`src/rtl/axi_pkg.sv`:
```
// rtl/axi_pkg.sv - shared AXI4 encodings and fetch FSM state type
package axi_pkg;

  // Transfer size and burst encodings
  localparam logic [2:0] AXI_SIZE_4B   = 3'b010;
  localparam logic [1:0] AXI_BURST_FIXED = 2'b00;
  localparam logic [1:0] AXI_BURST_INCR  = 2'b01;
  localparam logic [1:0] AXI_BURST_WRAP  = 2'b10;

  // Read/write response codes
  localparam logic [1:0] AXI_RESP_OKAY   = 2'b00;
  localparam logic [1:0] AXI_RESP_EXOKAY = 2'b01;
  localparam logic [1:0] AXI_RESP_SLVERR = 2'b10;
  localparam logic [1:0] AXI_RESP_DECERR = 2'b11;

  // Default master IDs on the interconnect
  localparam logic [3:0] AXI_ID_IM = 4'd0;
  localparam logic [3:0] AXI_ID_DM = 4'd1;

  typedef enum logic [1:0] {IDLE, AR, R, DONE} fetch_state_t;

endpackage

```
`src/rtl/im_fetch_master.sv`:
```
// rtl/im_fetch_master.sv - single-beat AXI4 instruction fetch engine for the IF stage
module im_fetch_master
  import axi_pkg::*;
#(
  parameter logic [3:0]  MASTER_ID = AXI_ID_IM,
  parameter logic [31:0] NOP_INST  = 32'h0000_0013
) (
  input  logic        clk,
  input  logic        rst,
  input  logic        im_access,
  input  logic [31:0] im_addr,
  output logic [31:0] im_inst,
  output logic        im_stall,
  output logic        fetch_err,
  output logic [3:0]  ARID,
  output logic [31:0] ARADDR,
  output logic [3:0]  ARLEN,
  output logic [2:0]  ARSIZE,
  output logic [1:0]  ARBURST,
  output logic        ARVALID,
  input  logic        ARREADY,
  input  logic [3:0]  RID,
  input  logic [31:0] RDATA,
  input  logic [1:0]  RRESP,
  input  logic        RLAST,
  input  logic        RVALID,
  output logic        RREADY
);

  fetch_state_t state_q, state_d;
  logic [31:0]  addr_q, addr_d;
  logic [31:0]  inst_q, inst_d;
  logic         err_q, err_d;
  logic         beat_done;

  // Only the last beat carrying our ID ends the fetch; anything else is drained
  assign beat_done = RVALID & RLAST & (RID == MASTER_ID);

  // State, latched address, instruction and error flag registers
  always_ff @(posedge clk or posedge rst) begin
    if (rst) begin
      state_q <= IDLE;
      addr_q  <= 32'd0;
      inst_q  <= 32'd0;
      err_q   <= 1'b0;
    end else begin
      state_q <= state_d;
      addr_q  <= addr_d;
      inst_q  <= inst_d;
      err_q   <= err_d;
    end
  end

  // Next-state logic and handshake outputs; ARVALID/RREADY come from state only
  always_comb begin
    state_d = state_q;
    addr_d  = addr_q;
    inst_d  = inst_q;
    err_d   = 1'b0;
    ARVALID = 1'b0;
    RREADY  = 1'b0;
    unique case (state_q)
      IDLE: begin
        if (im_access) begin
          addr_d  = {im_addr[31:2], 2'b00};
          state_d = AR;
        end
      end
      AR: begin
        ARVALID = 1'b1;
        if (ARREADY) state_d = R;
      end
      R: begin
        RREADY = 1'b1;
        if (beat_done) begin
          if (RRESP == AXI_RESP_OKAY) begin
            inst_d = RDATA;
          end else begin
            inst_d = NOP_INST;
            err_d  = 1'b1;
          end
          state_d = DONE;
        end
      end
      DONE: begin
        state_d = IDLE;
      end
      default: state_d = IDLE;
    endcase
  end

  assign im_stall  = im_access & (state_q != DONE);
  assign im_inst   = inst_q;
  assign fetch_err = err_q;
  assign ARID      = MASTER_ID;
  assign ARADDR    = addr_q;
  assign ARLEN     = 4'd0;
  assign ARSIZE    = AXI_SIZE_4B;
  assign ARBURST   = AXI_BURST_INCR;

endmodule
```
`config.mk`:
```
export PLATFORM = sky130hd
export DESIGN_NAME = im_fetch_master
export DESIGN_NICKNAME = d
export VERILOG_FILES = /design/src/rtl/axi_pkg.sv /design/src/rtl/im_fetch_master.sv
export SDC_FILE = /design/constraint.sdc
export NUM_CORES = 1
export LEC_CHECK = 0
export BUFFER_PORTS_ARGS = -buffer_cell sky130_fd_sc_hd__buf_2
export CAP_MARGIN = 20
export CELL_PAD_IN_SITES_DETAIL_PLACEMENT = 1
export CELL_PAD_IN_SITES_GLOBAL_PLACEMENT = 1
export CORE_ASPECT_RATIO = 1.2
export CORE_UTILIZATION = 32
export CTS_CLUSTER_DIAMETER = 200
export DETAILED_ROUTE_END_ITERATION = 12
export GPL_ROUTABILITY_DRIVEN = 0
export PLACE_DENSITY_LB_ADDON = 0.1
export SYNTH_ARGS = -nofsm -noshare
export SYNTH_HDL_FRONTEND = slang
export SYNTH_SLANG_ARGS = --single-unit
```
`constraint.sdc`:
```
create_clock -name clk -period 2.3 [get_ports clk]
set_input_delay 0.23 -clock clk [delete_from_list [all_inputs] [get_ports clk]]
set_output_delay 0.23 -clock clk [all_outputs]
set_load 0.02 [all_outputs]
```
# Yosys cells after proc, flatten, opt, wreduce, memory -nomap -nowiden
# Index checks and enable logic that the tools add are counted.
dict set report totals {
  mem_bits_rw 0
  mem_count 0
  latch_bits 0
  input_bits 76
  word_cells 30
  out_inout_bits 81
  reg_bits 65
  mem_bits_ro 0
}
dict set report classes {
  n_mul 0
  div 0
  shifts 0
  muxes 10
  n_reduce_logical 6
  n_addsub 0
  n_bitwise 3
  eq_ne 7
  order_cmp 0
}
# op n
set op_table {}
lappend op_table {{32-bit 2-to-1 mux} 1}
lappend op_table {{2-bit inequality test (second input constant)} 4}
lappend op_table {{2-bit case mux with 4 select lines} 1}
lappend op_table {{2-bit 2-to-1 mux} 3}
lappend op_table {{1-bit 2-to-1 mux} 5}
lappend op_table {{2-bit equality test (second input constant)} 2}
lappend op_table {{2-bit zero test} 2}
lappend op_table {{4-bit zero test} 1}
lappend op_table {{2-bit AND reduction} 2}
lappend op_table {{1-bit bitwise AND} 3}
lappend op_table {{3-bit AND reduction} 1}
lappend op_table {{2-bit by 1-bit equality test with 1-bit output (second input constant)} 1}

# Depth between registers and ports, before layout
# Gate-level depths: netlist (run 1).
dict set report logic_depth {
  depth_word 4
  mapped_depth 7
  depth_no_buf 6
}

# Least setup slack after synthesis (run 1)
# Ideal clock, no wire load.
dict set report synth_path {
  path_type {flip-flop to flip-flop}
  start {register state_q[1]}
  end {register state_q[1]}
  arrival_ns 1.353
  path_buffers 0
  slack_ns 0.822
  synth_period_minus_slack_ns 1.478
  setup_time_ns 0.125
  t_required_ns 2.175
  stages_incl_launch_ff 7
  cell_sequence {dfrtp_1 inv_1 ha_1 inv_1 o22ai_1 a21oi_1 mux2_2}
}
dict set report synth_via {
  elab_chain_cells 3
  elab_cells_between_ends 9
  classes_between {6 x eq/ne; 1 x mux; 2 x reduce/logical}
}
# element line
set synth_lines {}
lappend synth_lines {{from (decl)} im_fetch_master.sv:30} ;# fetch_state_t state_q, state_d;
lappend synth_lines {{from (signal assigned)} im_fetch_master.sv:47} ;# state_q <= state_d;
lappend synth_lines {{2-bit equality test, or another cell as far along} im_fetch_master.sv:62} ;# unique case (state_q)
lappend synth_lines {{2-bit inequality test (no source line)} -}
lappend synth_lines {{3-bit AND reduction (no source line)} -}
# Several ways; a longest one is shown, not always the timed one.
# A chain may end at the register's enable or synchronous reset.

# Worst setup path in the final report (run 1)
dict set report layout_path {
  start {register state_q[0]}
  end {register addr_q[19] (netlist: ARADDR[19])}
}
dict set report layout_via {
  elab_chain_cells 2
}
# element line
set layout_lines {}
lappend layout_lines {{2-bit zero test} im_fetch_master.sv:62}
lappend layout_lines {{2-bit AND reduction (no source line)} -}
lappend layout_lines {{to (signal assigned)} im_fetch_master.sv:48} ;# addr_q <= addr_d;
lappend layout_lines {{to (decl)} im_fetch_master.sv:31} ;# logic [31:0] addr_q, addr_d;
# No other way between the ends.

==> out/metrics.yaml, run 1 <==
sta:
  max_slew_margin: 0.564
  hold_violations: 0
  tightest_slew_ps: 653
  finalCriticalPeriod_ps: 1620
  setup_viol_count_final: 0
  fin_worst_skew_ps: 10.1
  tns_ps: 0
  rsz0062_at_grt: "no"
  whs_ps: 123
  maxSlewViolCount: 0
  fin_crit_sh: 0.704
  fmax_mhz: 617
cells_and_area:
  syn_to_final_growth_pct: 34.6
  n_fill_cell: 995
  final_nets: 464
  antennaDiodeCount: 0
  seq_area_um2: 1630
  layout-drive-gt1-share: 0.537
  final_cells: 504
  multi_input_area_um2: 1010
yosys:
  ys_top_cells_by_count: "dfrtp_1 (65), nand2_1 (63), mux2_2 (31), o21ai_2 (17)"
  synth.cell_area_um2: 2820
  yosysMostFrequentCell: "dfrtp_1"
  synth_ff_type: "dfrtp_1"
  synth-seq-cells: 65
  synth-edff-count: 0
  avgSynthCellArea_um2: 11.6
  synth_top_area_frac: 0.578
  synth_cell_types: 21
  yosys.area.top_type: "dfrtp_1"
  synthCells: 243
  synth_area_leaders: "dfrtp_1 (58%), mux2_2 (12%), nand2_1 (8.4%)"
  seq_area_frac_synth: 0.578
  synth_warnings: 0
  async_flop_share: 1.00
die:
  dieWidth_um: 87.6
  io_pins: 157
  dieArea_um2: 9180
  design.core.area_um2: 8560
  start_util: 0.329
  row_count: 37
  die_h_um: 105
job:
  drv_cap: 0
worst_setup_path:
  worst-path-max-fanout: 30
  rr_worst_depth: 5
  r2r-start: "state_q[0]"
  crit_required_ps: 2520
  cpPeakStageDelay_ps: 390
  endpoint_kind: "register"
  start_kind: "register"
  critPathArrivalTime_ps: 1840
  cp_top_family: "buffers and inverters"
  crit_chain: "inv_1, ha_1, nand2_1, buf_4, mux2_2"
  worst_path_max_delay_cell: "dfrtp_1"
  worstSetupPathType: "register to register"
  r2r-end: "ARADDR[19]"
  regToRegSetupSlack_ps: 680
  cp_num_buf_inv: 2
grt:
  grt_usage: 0.150
  overflow: 0
  grt_pass1_vias: 2144
  grt_busiest_layer: "met2"
  grt_max_degree: 66
  antenna_found_initial: 0
  grtUsageMet3: 0.0506
  use_met1: 0.176
  met2_usage: 0.246
  grt_pass1_wl_um: 10400
min_path:
  hold_start: "im_addr[22]"
  min_path_cells: 2
  hold_end: "ARADDR[22]"
  min_path_type: "input port to register"
detailed_routing:
  vias: 2143
  viasPerCell: 4.25
  wire_per_inst_um: 12.7
  drt-pass1-iter-count: 4
  first_iter_violations: 41
  drc: 0
  wl_um: 6420
  ant_nets: 0
power:
  cellLeakagePower_nw: 1.99
  power.density_nw_per_um2: 1130
  vdd_drop_max_mv: 0.289
  p_total_mw: 4.29
placed_design:
  dp.cells: 488
  dp_hpwl_um: 4630
  io_buffers: 139
clocking:
  cts_resized: 0
  tritoncts: "built"
  clock_path_buffers: 2
  worstSkewPairLatency_ps: 330
  numCtsBuffers: 9
  root_buffer: "clkbuf_8"
  htree_num_levels: 3
  cts_num_sinks: 65
  cts.clk_slew.worst_paths_ps: 70
status:
  status: "finished clean"
==> repair_timing <==
item                       CTS  global route
setup endpoints to repair    0             0
hold buffers                 1             0
hold endpoints to repair    26             0
buffers inserted             0             0
==> sequential cells by signal, indices dropped and copies added, names as in the netlist <==
name	count
ARADDR	30
state_q	2
im_inst	32
fetch_err	1
==> through the flow <==
step	setup WS, ps	util	instance area [um^2]
global route	578	0.442	3790
CTS	646	0.442	3790
finish	680	0.442	3790
floorplan	444	-	2860
global placement	691	0.414	3550
detailed placement	663	0.414	3550
==> placed cells by master, fill, tap and decap left out, types with 3 or more instances in the layout <==
cell	netlist	routed
conb_1	2	15
clkbuf_8	0	12
ha_1	5	5
nand2_1	63	63
inv_1	5	4
nor3_1	3	3
o21ai_2	17	17
o21ai_0	15	15
buf_2	3	139
mux2_2	31	31
dfrtp_1	65	65
==> per-layer routing <==
| layer | share of wire | up-vias |
|---|---|---|
| li1 | - | 1050 |
| met1 | 0.42 | 991 |
| met2 | 0.48 | 92 |
| met3 | 0.081 | 10 |
| met4 | 0.017 | 0 |
| met5 | 0 | - |
==> layout make-up <==
| class | instances | share of cell area |
|---|---|---|
| clock buffers | 13 | 0.0446 |
| flip-flops and latches | 65 | 0.429 |
| inverters | 5 | 0.00495 |
| repair buffers | 144 | 0.201 |
| clock inverters | 2 | 0.0159 |
| multi-input cells | 158 | 0.266 |
| well taps | 117 | 0.0386 |
==> report_power, final <==
group	leakage, nW	switching [mW]	total (mW)	internal, mW
Combinational	1.04	0.886	1.54	0.654
Sequential	0.835	0.161	1.65	1.49
Clock	0.116	0.410	1.10	0.694
==> cell families after synthesis <==
group,share of synthesized area
multiplexers,0.124
AND/OR/NAND/NOR,0.104
flip-flops,0.578
other,0.00267
AO/OA/AOI/OAI,0.0871
adder cells (fa/ha/maj),0.0222
buffers and inverters,0.0827
==> worst register-to-register path: stages (launching register included) <==
cell,delay (ps)
dfrtp_1,390
inv_1,100
ha_1,220
nand2_1,60
buf_4,330
mux2_2,400
==> worst max path at each step <==
stage               startpoint          to  slack (ps)  cells after the start
global placement    state_q[0]  ARADDR[15]         690                      5
floorplan                  rst  ARADDR[10]         440                      1
global route        state_q[0]   ARADDR[9]         580                      5
CTS                 state_q[0]  ARADDR[19]         650                      5
detailed placement  state_q[0]  ARADDR[19]         660                      5
finish              state_q[0]  ARADDR[19]         680                      5
Power figures use the tool's default switching activity.
==> inputs of run 2 (changes only) <==
ABC_AREA = 1   (was unset)
CORE_UTILIZATION = 33   (was 32)
clock period = 1.5 ns   (was 2.3 ns; I/O delays follow)
==> out/metrics.yaml, run 2 <==
status:
  status: "finished clean"
worst_setup_path:
  rr_worst_depth: 5
  worst-path-max-fanout: 3
  crit_chain: "buf_4, ha_1, nor2_1, buf_4"
  worstSetupPathType: "register to primary output"
  cp_common_cell: "buf_4"
  start_kind: "register"
  endpoint_kind: "primary output"
  crit_required_ps: 1350
  regToRegSetupSlack_ps: 80
  r2r-start: "state_q[0]"
  cpPeakStageDelay_ps: 380
  cp_top_family: "flip-flops"
  cp_num_buf_inv: 2
  r2r-end: "ARADDR[14]"
  worst_path_max_delay_cell: "dfrtp_1"
  critPathArrivalTime_ps: 1280
cells_and_area:
  final_cell_area_um2: 3970
  antennaDiodeCount: 0
  final_common_cell: "buf_2"
  final_cell_mix: "buf_2 (138), nand2_1 (69), dfrtp_1 (65)"
  final_cells: 520
  final_nets: 482
  largest_reg_flops: 32
  n_fill_cell: 968
  layout-drive-gt1-share: 0.557
  syn_to_final_growth_pct: 38.6
placed_design:
  io_buffers: 139
  dp_hpwl_um: 5090
  placed_area_um2: 3690
  dp.cells: 502
detailed_routing:
  ant_nets: 0
  first_iter_violations: 72
  drc: 0
  vias: 2232
  drt-pass1-iter-count: 4
  wire_per_inst_um: 13.3
  viasPerCell: 4.29
  wl_um: 6920
grt:
  grt_max_degree: 37
  use_met1: 0.183
  grt_busiest_layer: "met2"
  grt_pass1_vias: 2255
  antenna_found_initial: 0
  grtUsageMet3: 0.0444
  grt_usage: 0.158
  grt_pass1_wl_um: 10900
  overflow: 0
  met2_usage: 0.260
sta:
  fmax_mhz: 701
  setup_viol_count_final: 0
  fin_worst_skew_ps: 6.51
  finalCriticalPeriod_ps: 1430
  maxSlewViolCount: 0
  whs_ps: 39.4
  rsz0062_at_grt: "yes"
  fin_crit_sh: 0.952
  hold_violations: 0
clocking:
  worstSkewPairLatency_ps: 330
  numCtsBuffers: 9
  tritoncts: "built"
  htree_num_levels: 3
  cts.clk_slew.worst_paths_ps: 70
  cts_num_sinks: 65
  cts_setup_buffers: 0
  root_buffer: "clkbuf_8"
  clock_path_buffers: 2
yosys:
  synth-seq-cells: 65
  synth_ff_type: "dfrtp_1"
  async_flop_share: 1.00
  synth_cell_types: 18
  synth_area_leaders: "dfrtp_1 (57%), mux2_2 (12%), nand2_1 (9.2%)"
  avgSynthCellArea_um2: 11.3
  synthCells: 254
  ys_top_cells_by_count: "nand2_1 (70), dfrtp_1 (65), mux2_2 (30), o21ai_2 (23), buf_4 (15)"
  yosys.area.top_type: "dfrtp_1"
  seq_area_frac_synth: 0.568
  synth_warnings: 0
  synth-edff-count: 0
  yosysMostFrequentCell: "nand2_1"
  synth_top_area_frac: 0.568
  synth.cell_area_um2: 2860
power:
  vdd_drop_max_mv: 0.466
  combinationalPowerShare: 0.380
  cellLeakagePower_nw: 2.09
  p_sw_mw: 2.37
  clkPwrFrac: 0.251
  swShare: 0.349
  power.density_nw_per_um2: 1710
  p_int_mw: 4.41
  pwr-share-seq: 0.369
die:
  io_pins: 157
  die_h_um: 104
  row_count: 36
  design.core.area_um2: 8240
  dieArea_um2: 9050
  dieWidth_um: 87.0
  start_util: 0.347
min_path:
  min_path_type: "input port to register"
  min_path_cells: 2
  hold_start: "im_addr[29]"
  hold_end: "ARADDR[29]"
job:
  drv_cap: 0
-- run 2: changes by cell type after synthesis, sizes merged, moves of 2 or more --
| cell | before | now |
|---|---|---|
| nand2 | 63 | 70 |
| buf | 24 | 27 |
| nand3 | 1 | 3 |
| clkbuf | 4 | 1 |
| nor3 | 3 | 0 |
| inv | 5 | 8 |
| nor2 | 3 | 8 |
-- run 2: cells by family (layout without fill, tap and decap cells) --
logic type | after synthesis | count (layout) | share of synthesized area
and+or+nand+nor | 83 | 83 | 0.116
DFF | 65 | 65 | 0.568
buffers and inverters | 36 | 175 | 0.0853
AOI/OAI and AO/OA | 33 | 33 | 0.0879
muxes | 30 | 30 | 0.118
adders and majority gates | 5 | 5 | 0.0219
other | 2 | 15 | 0.00262
-- run 2: metal layers --
layer	routed length [um]	share of wire	vias to the layer above
li1	-	-	1079
met4	55	0.0080	0
met1	2690	0.39	1050
met3	626	0.091	6
met2	3540	0.51	97
met5	0	0	-
-- run 2: per-stage QoR --
stage / power, mW / TNS (ps) / worst slack (ps) / utilization
after detailed placement: 5.08 / 0 / 40.9 / 0.447
after global placement: 5.00 / 0 / 73.0 / 0.447
after CTS: 6.82 / 0 / 7.90 / 0.476
after floorplan: 4.19 / 0 / 30.6 / -
after global routing: 7.21 / -6.67 / -6.67 / 0.481
final: 6.78 / 0 / 72.5 / 0.481
-- run 2: cell type report --
type | count | area, um^2 | area share
clock buffers | 12 | 155 | 0.0391
inverters | 8 | 33.8 | 0.00852
multi-input cells | 166 | 1060 | 0.268
clock inverters | 4 | 75.1 | 0.0189
repair buffers | 151 | 871 | 0.220
flip-flops and latches | 65 | 1630 | 0.410
well taps | 114 | 143 | 0.0360
-- run 2: worst max path at each step --
stage,from,to,slack (ps),depth (start not counted)
after floorplan,state_q[0],im_inst[0],30,7
after global placement,state_q[0],ARADDR[31],70,5
after detailed placement,state_q[0],ARADDR[30],40,5
after CTS,state_q[0],im_stall,8,4
after global routing,state_q[0],im_stall,-7,4
final,state_q[0],im_stall,70,4
-- run 2: timing repair --
action | CTS | global route
hold endpoints to repair | 15 | 0
hold buffers | 1 | 0
resized for setup | 0 | 4
endpoints found under the setup margin | 0 | 43
-- run 2: worst register-to-register path: cells and delay by family, from the launching register on --
kind,cells,cell delay (ps)
and+or+nand+nor,1,110
buffers and inverters,2,260
muxes,1,340
adders and majority gates,1,250
DFF,1,340
-- run 2: power by group through the flow --
stage	clock [mW]	combinational [mW]	sequential, mW
5_1_grt	1.83	2.82	2.57
2_1_floorplan	0	1.02	3.17
3_5_place_dp	0	2.53	2.54
6_report	1.70	2.58	2.50
4_1_cts	1.77	2.55	2.51
3_3_place_gp	0	2.48	2.51
